--- config.mk ---
export PLATFORM = sky130hd
export DESIGN_NAME = tl_a_channel_queue
export DESIGN_NICKNAME = d
export VERILOG_FILES = /design/src/rtl/tl_a_channel_queue.sv
export SDC_FILE = /design/constraint.sdc
export NUM_CORES = 1
export LEC_CHECK = 0
export CORE_ASPECT_RATIO = 1.2
export CORE_MARGIN = 5
export CORE_UTILIZATION = 43
export CTS_CLUSTER_SIZE = 14
export DETAILED_ROUTE_END_ITERATION = 10
export GPL_TIMING_DRIVEN = 0
export PLACE_DENSITY = 0.68
export SLEW_MARGIN = 10
export SYNTH_ARGS = -nofsm -noshare
export SYNTH_HDL_FRONTEND = slang
export SYNTH_SLANG_ARGS = --single-unit
--- constraint.sdc ---
create_clock -name clock -period 3.8 [get_ports clock]
set_input_delay 0.76 -clock clock [delete_from_list [all_inputs] [get_ports clock]]
set_output_delay 0.76 -clock clock [all_outputs]
set_load 0.03 [all_outputs]
--- src/rtl/tl_a_channel_queue.sv ---
// Ready/valid FIFO for one TileLink-UL A channel with a registered dequeue side.
// It has no combinational path from enq to deq, and it reports its occupancy for performance monitors.
module tl_a_channel_queue #(
    parameter int unsigned DEPTH = 2,
    parameter int unsigned SRC_W = 1,
    parameter int unsigned CNT_W = 2
) (
    input  logic              clock,
    input  logic              reset_n,
    input  logic              enq_valid,
    output logic              enq_ready,
    input  logic [2:0]        enq_opcode,
    input  logic [2:0]        enq_param,
    input  logic [1:0]        enq_size,
    input  logic [SRC_W-1:0]  enq_source,
    input  logic [31:0]       enq_address,
    input  logic [3:0]        enq_mask,
    input  logic [31:0]       enq_data,
    input  logic              enq_corrupt,
    output logic              deq_valid,
    input  logic              deq_ready,
    output logic [2:0]        deq_opcode,
    output logic [2:0]        deq_param,
    output logic [1:0]        deq_size,
    output logic [SRC_W-1:0]  deq_source,
    output logic [31:0]       deq_address,
    output logic [3:0]        deq_mask,
    output logic [31:0]       deq_data,
    output logic              deq_corrupt,
    output logic [CNT_W-1:0]  count
);

    localparam int unsigned PTR_W   = (DEPTH > 1) ? $clog2(DEPTH) : 1;
    localparam int unsigned ENTRY_W = 77 + SRC_W;

    logic [ENTRY_W-1:0] mem [DEPTH];
    logic [ENTRY_W-1:0] enq_entry;
    logic [ENTRY_W-1:0] head;
    logic [PTR_W-1:0]   wr_ptr;
    logic [PTR_W-1:0]   rd_ptr;
    logic               full;
    logic               empty;
    logic               enq_fire;
    logic               deq_fire;

    assign full      = (count == CNT_W'(DEPTH));
    assign empty     = (count == '0);
    assign enq_ready = !full;
    assign deq_valid = !empty;
    assign enq_fire  = enq_valid && enq_ready;
    assign deq_fire  = deq_valid && deq_ready;

    assign enq_entry = {enq_opcode, enq_param, enq_size, enq_source,
                        enq_address, enq_mask, enq_data, enq_corrupt};
    assign head      = mem[rd_ptr];
    assign {deq_opcode, deq_param, deq_size, deq_source,
            deq_address, deq_mask, deq_data, deq_corrupt} = head;

    // Storage is cleared on reset so that the idle head reads as zero instead of X.
    always_ff @(posedge clock or negedge reset_n) begin
        if (!reset_n) begin
            wr_ptr <= '0;
            rd_ptr <= '0;
            count  <= '0;
            for (int unsigned i = 0; i < DEPTH; i++) begin
                mem[i] <= '0;
            end
        end else begin
            if (enq_fire) begin
                mem[wr_ptr] <= enq_entry;
                wr_ptr      <= wr_ptr + PTR_W'(1);
            end
            if (deq_fire) begin
                rd_ptr <= rd_ptr + PTR_W'(1);
            end
            case ({enq_fire, deq_fire})
                2'b10:   count <= count + CNT_W'(1);
                2'b01:   count <= count - CNT_W'(1);
                default: count <= count;
            endcase
        end
    end

endmodule

Word level (Yosys, flattened, before mapping)
Index checks and enable logic that the tools add are counted.
{"block": "op_classes", "order_cmp": 3, "bitwise": 2, "muxes": 7, "add_sub_neg": 4, "eq_ne": 3, "n_reduce_logical": 7}
{"operator": "$mux 78", "n": 4}
{"operator": "$bwmux 156", "n": 1}
{"operator": "$demux 78 s1", "n": 1}
{"operator": "$eq 2x2->1 const B", "n": 2}
{"operator": "$ge 2x2->1 const B", "n": 2}
{"operator": "$not 1->2", "n": 2}
{"operator": "$pmux 2 s2", "n": 1}
{"operator": "$logic_and 1x1->1", "n": 3}
{"operator": "$add 1x1->1 const B", "n": 2}
{"operator": "$add 2x1->2 const B", "n": 1}
{"operator": "$eq 2x1->1 const B", "n": 1}
{"operator": "$logic_not 1->1", "n": 2}
{"operator": "$logic_not 2->1", "n": 1}
{"operator": "$lt 2x1->1 const B", "n": 1}
{"operator": "$reduce_bool 2->1", "n": 1}
{"operator": "$sub 2x1->2 const B", "n": 1}
{"block": "totals", "elab_cells": 31, "reg_bits": 160, "output_inout_bits": 82, "inputBits": 82}

Logic depth before layout (Yosys ltp)
Gate-level depths: netlist (run 1).
{"block": "logic_depth", "ltp_word": 6, "ltp_mapped": 6, "mapped_depth_nobuf": 6}

Least setup slack after synthesis (run 1)
No wires, ideal clock.
{"block": "synth_timing", "path_kind": "reg-to-output", "startpoint": "register rd_ptr", "endpoint": "output deq_address[10]", "arrival_time_ns": 1.360, "stages_incl_launch_ff": 5, "slack_ns": 1.680, "path_buffers": 3, "required_ns": 3.040, "cell_sequence": "dfrtp_1 -> clkbuf_1 -> buf_2 -> buf_2 -> mux2_2"}
{"block": "synth_between", "elab_chain_len": 4}
{"element": "start, declared", "line": "40", "text": "logic [PTR_W-1:0] rd_ptr;"}
{"element": "start signal, assigned", "line": "74", "text": "rd_ptr <= rd_ptr + PTR_W'(1);"}
{"element": "$not 1->2 (implied by the code)", "line": "55", "text": "assign head = mem[rd_ptr];"}
{"element": "$mux 78 (implied by the code) (3 in a row)", "line": "55"}
{"element": "end, declared", "line": "26", "text": "output logic [31:0] deq_address,"}
No other way between the ends. The select of a mux whose other input is x is not followed.

Worst setup path in the final report (run 1)
{"block": "layout_timing", "startpoint": "register rd_ptr", "endpoint": "output deq_address[8]"}
The elaborated chain is that of the path after synthesis.

==> results.sh, run 1 <==
export IMPL_status="finished, final reports clean"
export IMPL_cts_buffers=17
export IMPL_fin_crit_sh=0.929
export IMPL_finalSetupViolCount=0
export IMPL_drt_initial_drc_count=217
export IMPL_clockRootBuffer="clkbuf_16"
export IMPL_power_density_nw_per_um2=1080
export IMPL_final_nets=700
export IMPL_htree_levels=4
export IMPL_yosysUniqueCellTypes=20
export IMPL_antennaDiodeCount=0
export IMPL_timing_final_crit_period_ps=3530
export IMPL_worst_pin_slew_ps=695
export IMPL_synthArstFlopShare=1.00
export IMPL_critPathArrivalTime_ps=2770
export IMPL_vias=4187
export IMPL_drtAntennaViolNets=0
export IMPL_wire_per_inst_um=18.7
export IMPL_layout_common_cells="mux2_2, clkdlybuf4s50_1, dfrtp_1"
export IMPL_crit_type="reg -> out"
export IMPL_multi_input_area_um2=2890
export IMPL_ctsResizeCount=0
export IMPL_core_um2=16300
export IMPL_syn_area_per_cell_um2=16.4
export IMPL_rows=51
export IMPL_yosys_warnings=0
export IMPL_syn_to_final_growth_pct=35.6
export IMPL_cts_setup_buffers=0
export IMPL_timing_fmax_ghz=0.283
export IMPL_critPathCaptureType="primary output"
export IMPL_cts_hold_buffers=0
export IMPL_ir_drop_uv=737
export IMPL_seqCellArea_um2=4000
export IMPL_synth_cells=434
export IMPL_final_common_cell="mux2_2"
export IMPL_reg2reg_slack_ps=2060
export IMPL_postSynthNetCount=517
export IMPL_clock_latency_ps=420
export IMPL_clock_sinks=160
export IMPL_initial_core_util=0.437
export IMPL_drive_gt1_frac=0.462
export IMPL_antenna_found_initial=0
export IMPL_fillers=1288
export IMPL_pre_cts_ws_ps=643
export IMPL_clkTransAtPathRegs_ps=60
export IMPL_required_ps=3040
export IMPL_grt_usage=0.169
export IMPL_synth_edf_count=0
export IMPL_die_area_um2=19200
export IMPL_rsz0062_at_grt="false"
export IMPL_dpl_cell_area_um2=9040
export IMPL_port_buffers=163
export IMPL_hpwl_mm=11.0
export IMPL_hold_class="in -> async"
export IMPL_grt_max_degree=90
export IMPL_ioPinCount=164
export IMPL_postLayoutCellArea_um2=9640
export IMPL_whs_ps=343
export IMPL_die_x_um=127
export IMPL_dr_pass1_iters=3
export IMPL_synth_main_ff_cell="dfrtp_1"
export IMPL_drc=0
export IMPL_synth_compound_area_frac=0
export IMPL_synth_adder_area_share=0.00176
export IMPL_finalMaxSlewViolations=0
export IMPL_seq_area_frac_synth=0.563
export IMPL_via_per_inst=4.97
export IMPL_skew_ps=6.73
export IMPL_wl_mm=15.7
export IMPL_synth_top_family_by_area="multiplexers"
export IMPL_layout_setup_ws_ps=270
export IMPL_max_cap_viol_count=0
export IMPL_p_leak_nw=4.05
export IMPL_cts_buffer_depth=2
export IMPL_grt_overflow=0
export IMPL_netlist_area_um2=7110
export IMPL_synthXorXnorAreaFrac=0.00616
export IMPL_muxShareOfSynthArea=0.391
export IMPL_grt_pass1_wl_mm=25.3
export IMPL_startpoint_type="flip-flop"
export IMPL_hold_violations=0
export IMPL_die_h_um=151
export IMPL_gp_congestion=0.735
export IMPL_cp_max_fo=10
export IMPL_synth_seq_cells=160
export IMPL_grt_pass1_vias=4851
export IMPL_cts_tree="done"
export IMPL_slew_headroom=0.536
export IMPL_synth_simple_area_share=0.00686
cell type report:
class | instances | share of cell area
sequential | 160 | 0.415
multi-input combinational | 247 | 0.300
buffer | 27 | 0.0228
tap | 212 | 0.0275
clock buffer | 23 | 0.0485
timing repair buffer | 164 | 0.173
clock inverter | 9 | 0.0138
per-stage QoR:
step	instances	power, mW	utilization	TNS [ps]
6_report	842	10.4	0.593	0
5_1_grt	842	10.9	0.593	0
4_1_cts	842	10.5	0.593	0
3_5_place_dp	810	8.72	0.556	0
3_3_place_gp	809	8.60	0.554	-681960
2_1_floorplan	434	6.76	-	0
worst paths after layout:
| kind | startpoint | to | depth (start not counted) |
|---|---|---|---|
| min in group clock | wr_ptr$_DFFE_PN0P_ | wr_ptr$_DFFE_PN0P_ | 1 |
| worst min-delay path | reset_n | mem[111]$_DFFE_PN0P_ | 1 |
| worst max-delay path | rd_ptr$_DFFE_PN0P_ | deq_address[8] | 5 |
| max in group asynchronous | reset_n | mem[57]$_DFFE_PN0P_ | 2 |
| worst max register to register | count[0]$_DFFE_PN0P_ | mem[104]$_DFFE_PN0P_ | 6 |
| worst min register to register | wr_ptr$_DFFE_PN0P_ | wr_ptr$_DFFE_PN0P_ | 1 |
power by group:
group / internal [mW] / switching [mW]
Sequential: 2.59 / 0.431
Clock: 1.07 / 0.667
Combinational: 2.93 / 2.69
Total: 6.59 / 3.79
routing by layer:
layer / up-vias / track usage / routed length, um
met3: 22 / 0.0593 / 1060
met1: 2128 / 0.208 / 6920
met2: 125 / 0.276 / 7460
met4: 0 / 0.0622 / 272
met5: - / 0 / 0
li1: 1912 / - / -
cells by family after synthesis:
kind of cell | after synthesis
muxes | 234
DFF | 160
buffers and inverters | 27
and+or+nand+nor | 7
xor gates and xnor gates | 5
adders and majority gates | 1
synthesized netlist by cell type (2+ instances only):
| cell type | instances | area (um^2) |
|---|---|---|
| buf_6 | 4 | 45.0 |
| dfrtp_1 | 160 | 4000 |
| buf_12 | 2 | 40.0 |
| buf_2 | 12 | 60.1 |
| mux2_2 | 194 | 2180 |
| xnor2_1 | 3 | 26.3 |
| xor2_1 | 2 | 17.5 |
| mux2_4 | 40 | 601 |
| buf_8 | 2 | 30.0 |
| buf_4 | 5 | 37.5 |
flip-flops by register name, indices dropped and copies added, names as in the netlist:
signal / count
count: 2
mem: 156
rd_ptr: 1
wr_ptr: 1
critical path: stages (launching register included):
cell and delay (ps):
dfrtp_1 320, clkbuf_1 350, buf_2 340, buf_2 340, mux2_2 380, clkdlybuf4s50_1 620
Power figures use the tool's default switching activity.
==> run 2: changes to the inputs <==
--- a/config.mk
+++ b/config.mk
@@ -7,11 +7,11 @@
 export LEC_CHECK = 0
 export CORE_ASPECT_RATIO = 1.2
 export CORE_MARGIN = 5
-export CORE_UTILIZATION = 43
+export CORE_UTILIZATION = 35
 export CTS_CLUSTER_SIZE = 14
 export DETAILED_ROUTE_END_ITERATION = 10
 export GPL_TIMING_DRIVEN = 0
-export PLACE_DENSITY = 0.68
+export PLACE_DENSITY = 0.57
 export SLEW_MARGIN = 10
 export SYNTH_ARGS = -nofsm -noshare
 export SYNTH_HDL_FRONTEND = slang
==> run 2 against run 1 <==
Net effect: non-clock buffer count did not move; largest power group unchanged; fmax barely moved; cell area increased by 0.64%; register-to-register slack better by 20 ps; routed wire length rose by 1.9%; sequential share of layout area is 0.26 points lower; worst hold slack worse by 14 ps; first-iteration DRC count shrank 51%.
==> results.sh, run 2 (synthesis results as in run 1) <==
export IMPL_clkTransAtPathRegs_ps=60
export IMPL_antenna_found_initial=0
export IMPL_layout_setup_ws_ps=273
export IMPL_drive_gt1_frac=0.468
export IMPL_instances_no_fill=895
export IMPL_cts_tree="done"
export IMPL_grt_busiest_layer="met2"
export IMPL_grt_overflow=0
export IMPL_p_leak_nw=4.05
export IMPL_layout_common_cells="mux2_2, clkdlybuf4s50_1, dfrtp_1"
export IMPL_drt_initial_drc_count=106
export IMPL_rsz0062_at_grt="false"
export IMPL_hpwl_mm=11.5
export IMPL_postLayoutCellArea_um2=9710
export IMPL_rows=57
export IMPL_gr_usage_met2=0.228
export IMPL_clock_latency_ps=420
export IMPL_pre_cts_ws_ps=622
export IMPL_cts_buffer_depth=2
export IMPL_max_cap_viol_count=0
export IMPL_cp_max_fo=10
export IMPL_path_common_cell="buf_2"
export IMPL_final_common_cell="mux2_2"
export IMPL_slowest_delay_ps=630
export IMPL_cts_setup_buffers=0
export IMPL_core_um2=20100
export IMPL_fin_crit_sh=0.928
export IMPL_critical_path_buf_inv_count=4
export IMPL_worst_pin_slew_ps=734
export IMPL_port_buffers=163
export IMPL_startpoint_type="flip-flop"
export IMPL_final_nets=700
export IMPL_grtUsageMet3=0.0493
export IMPL_hold_class="in -> async"
export IMPL_crit_chain="clkbuf_1 -> buf_2 -> buf_2 -> mux2_2 -> clkdlybuf4s50_1"
export IMPL_die_h_um=166
export IMPL_reg2reg_slack_ps=2080
export IMPL_dpl_cell_area_um2=9110
export IMPL_finalSetupViolCount=0
export IMPL_largest_reg_flops=156
export IMPL_clock_sinks=160
export IMPL_regMostFlops="mem"
export IMPL_timing_fmax_ghz=0.284
export IMPL_grt_max_degree=94
export IMPL_crit_family="buffers and inverters"
export IMPL_cts_hold_buffers=0
export IMPL_clockRootBuffer="clkbuf_16"
export IMPL_vias=4161
export IMPL_critPathCaptureType="primary output"
export IMPL_status="finished, final reports clean"
export IMPL_fin_setup_tns_ps=0
export IMPL_cts_buffers=17
export IMPL_use_met1=0.185
export IMPL_timing_final_crit_period_ps=3530
export IMPL_die_area_um2=23300
export IMPL_initial_core_util=0.354
export IMPL_ctsResizeCount=0
export IMPL_antennaDiodeCount=0
export IMPL_dr_pass1_iters=4
export IMPL_grt_pass1_wl_mm=26.4
export IMPL_syn_to_final_growth_pct=36.4
export IMPL_grt_pass1_vias=4764
export IMPL_fillers=1788
export IMPL_via_per_inst=4.65
export IMPL_power_density_nw_per_um2=1070
export IMPL_top_regs="mem x156, count x2"
export IMPL_ir_drop_uv=508
export IMPL_hold_violations=0
export IMPL_finalMaxSlewViolations=0
export IMPL_required_ps=3040
export IMPL_htree_levels=4
export IMPL_crit_type="reg -> out"
export IMPL_grt_usage=0.142
export IMPL_skew_ps=6.39
export IMPL_utilization=0.483
export IMPL_ioPinCount=164
export IMPL_drc=0
export IMPL_drtAntennaViolNets=0
export IMPL_slowest_stage="clkdlybuf4s50_1"
export IMPL_wire_per_inst_um=17.9
export IMPL_wl_mm=16.0
export IMPL_gp_congestion=0.726
export IMPL_die_x_um=140
export IMPL_slew_headroom=0.510
export IMPL_dp_cells=863
export IMPL_critPathArrivalTime_ps=2770
run 2: final timing paths:
path,startpoint,to,depth (start not counted)
max,rd_ptr$_DFFE_PN0P_,deq_address[8],5
min,reset_n,mem[112]$_DFFE_PN0P_,1
max reg2reg,count[0]$_DFFE_PN0P_,mem[75]$_DFFE_PN0P_,6
min reg2reg,wr_ptr$_DFFE_PN0P_,wr_ptr$_DFFE_PN0P_,1
max in group asynchronous,reset_n,mem[13]$_DFFE_PN0P_,2
min in group clock,wr_ptr$_DFFE_PN0P_,wr_ptr$_DFFE_PN0P_,1
run 2: routing by layer:
metal / up-vias / wire length [um]
li1: 1914 / -
met1: 2122 / 7310
met2: 113 / 7640
met3: 12 / 926
met4: 0 / 148
met5: - / 0
run 2: final cells by class:
| cell class | count | area [um^2] | share of cell area |
|---|---|---|---|
| plain buffers | 27 | 220 | 0.0227 |
| clock buffers | 18 | 439 | 0.0452 |
| clock inverters | 14 | 156 | 0.0161 |
| multi-input cells | 247 | 2890 | 0.298 |
| flip-flops and latches | 160 | 4000 | 0.413 |
| well taps | 265 | 332 | 0.0342 |
| repair buffers | 164 | 1660 | 0.171 |
run 2: stage by stage:
stage          hold WS [ps]  power, mW
2_1_floorplan           452       6.76
3_5_place_dp            480       8.75
6_report                329       10.3
5_1_grt                 397       10.9
4_1_cts                 379       10.5
3_3_place_gp            469       8.64
run 2: power breakdown:
part	total (mW)	switching (mW)	internal (mW)	leakage, nW
sequential	3.02	0.426	2.59	1.88
combinational	5.62	2.69	2.93	1.88
clock	1.71	0.715	0.996	0.285
==> run 3: changes to the inputs <==
--- a/config.mk
+++ b/config.mk
@@ -8,6 +8,7 @@
 export CORE_ASPECT_RATIO = 1.2
 export CORE_MARGIN = 5
 export CORE_UTILIZATION = 35
+export CTS_BUF_LIST = sky130_fd_sc_hd__clkbuf_8
 export CTS_CLUSTER_SIZE = 14
 export DETAILED_ROUTE_END_ITERATION = 10
 export GPL_TIMING_DRIVEN = 0
==> run 3 against run 2 <==
Net effect: via count about the same; setup slack worse by 20 ps; critical path type unchanged; largest power group unchanged; die area unchanged; register-to-register slack about the same; total power down 4.3%; utilization down 0.95 points; worst hold slack worse by 29 ps; combinational power about the same; fmax down 0.55%.
==> results.sh, run 3 (synthesis results as in run 1) <==
export IMPL_grt_pass1_wl_mm=26.4
export IMPL_cts_buffer_depth=2
export IMPL_p_leak_nw=3.96
export IMPL_seqCellArea_um2=4000
export IMPL_ioPinCount=164
export IMPL_slew_headroom=0.513
export IMPL_clkTransAtPathRegs_ps=90
export IMPL_pre_cts_ws_ps=622
export IMPL_timing_final_crit_period_ps=3550
export IMPL_power_net_switching_mw=3.77
export IMPL_final_nets=700
export IMPL_grt_usage=0.141
export IMPL_rows=57
export IMPL_drt_initial_drc_count=111
export IMPL_hold_violations=0
export IMPL_antenna_found_initial=0
export IMPL_vias=4164
export IMPL_drtAntennaViolNets=0
export IMPL_clock_sinks=160
export IMPL_die_x_um=140
export IMPL_rr_startpoint="count[0]$_DFFE_PN0P_"
export IMPL_power_density_nw_per_um2=1040
export IMPL_required_ps=3040
export IMPL_cts_buffers=17
export IMPL_swShare=0.381
export IMPL_cts_tree="done"
export IMPL_clock_latency_ps=440
export IMPL_cp_max_fo=10
export IMPL_regMostFlops="mem"
export IMPL_core_um2=20100
export IMPL_die_h_um=166
export IMPL_cts_hold_buffers=0
export IMPL_status="finished, final reports clean"
export IMPL_seqPwrFrac=0.304
export IMPL_grt_max_degree=94
export IMPL_layout_common_cells="mux2_2, clkdlybuf4s50_1, dfrtp_1"
export IMPL_gp_congestion=0.726
export IMPL_dr_pass1_iters=4
export IMPL_intPower_mw=6.13
export IMPL_syn_to_final_growth_pct=33.7
export IMPL_dpl_cell_area_um2=9110
export IMPL_startpoint_type="flip-flop"
export IMPL_grt_pass1_vias=4770
export IMPL_top_regs="mem x156, count x2"
export IMPL_postLayoutCellArea_um2=9510
export IMPL_finalMaxSlewViolations=0
export IMPL_p_comb_frac=0.567
export IMPL_largest_reg_flops=156
export IMPL_timing_fmax_ghz=0.282
export IMPL_grt_overflow=0
export IMPL_via_per_inst=4.65
export IMPL_worst_pin_slew_ps=731
export IMPL_critPathCaptureType="primary output"
export IMPL_fin_crit_sh=0.933
export IMPL_ctsResizeCount=0
export IMPL_final_common_cell="mux2_2"
export IMPL_critPathArrivalTime_ps=2790
export IMPL_die_area_um2=23300
export IMPL_rsz0062_at_grt="false"
export IMPL_wl_mm=16.0
export IMPL_port_buffers=163
export IMPL_fillers=1810
export IMPL_drive_gt1_frac=0.468
export IMPL_max_cap_viol_count=0
export IMPL_initial_core_util=0.354
export IMPL_crit_type="reg -> out"
export IMPL_cts_setup_buffers=0
export IMPL_drc=0
export IMPL_finalSetupViolCount=0
export IMPL_layout_setup_ws_ps=254
export IMPL_skew_ps=8.55
export IMPL_hpwl_mm=11.5
export IMPL_multi_input_area_um2=2890
export IMPL_wire_per_inst_um=17.9
export IMPL_clockPowerShare=0.129
export IMPL_htree_levels=4
export IMPL_hold_class="in -> async"
export IMPL_antennaDiodeCount=0
export IMPL_startpoint="rd_ptr$_DFFE_PN0P_"
export IMPL_ir_drop_uv=508
export IMPL_clockRootBuffer="clkbuf_8"
==> run 3: cell counts in the layout (fill, tap and decap cells not counted) <==
No cell type changed its count.
==> run 3: final timing paths <==
path,end,slack (ps),depth (start not counted)
min in group clock,wr_ptr$_DFFE_PN0P_,500,1
worst min-delay path,mem[112]$_DFFE_PN0P_,300,1
worst max-delay path,deq_address[8],250,5
max in group asynchronous,mem[13]$_DFFE_PN0P_,2710,2
worst min register to register,wr_ptr$_DFFE_PN0P_,500,1
worst max register to register,mem[72]$_DFFE_PN0P_,2080,6
==> run 3: power by group through the flow <==
stage               combinational (mW)  sequential [mW]  clock (mW)
floorplan                         3.83             2.92           0
global placement                  5.66             2.98           0
detailed placement                5.70             3.05           0
CTS                               5.73             3.02        1.33
global route                      5.96             3.12        1.40
finish                            5.62             3.01        1.28
==> run 3: metrics by stage <==
step                instances  power, mW  hold WS, ps   util  setup TNS, ps
global route              895       10.5          348  0.473              0
CTS                       895       10.1          334  0.473              0
global placement          862       8.64          469  0.451        -710620
finish                    895       9.90          300  0.473              0
detailed placement        863       8.75          480  0.453              0
floorplan                 434       6.76          452      -              0
==> run 3: cell type report <==
cell class / count / area share
sequential: 160 / 0.421
tap: 265 / 0.0349
multi-input combinational: 247 / 0.304
clock inverter: 14 / 0.0164
clock buffer: 18 / 0.0260
buffer: 27 / 0.0231
timing repair buffer: 164 / 0.175
==> run 3: per-layer routing <==
metal	global-route usage	wire, um	vias to the layer above
met1	0.183	7270	2125
met5	0	0	-
li1	-	-	1912
met4	0.0354	160	0
met3	0.0467	897	14
met2	0.229	7670	113
==> run 3: critical path, stage by stage, from the launching register on <==
cell,delay [ps]
dfrtp_1,330
clkbuf_1,320
buf_2,350
buf_2,340
mux2_2,380
clkdlybuf4s50_1,630
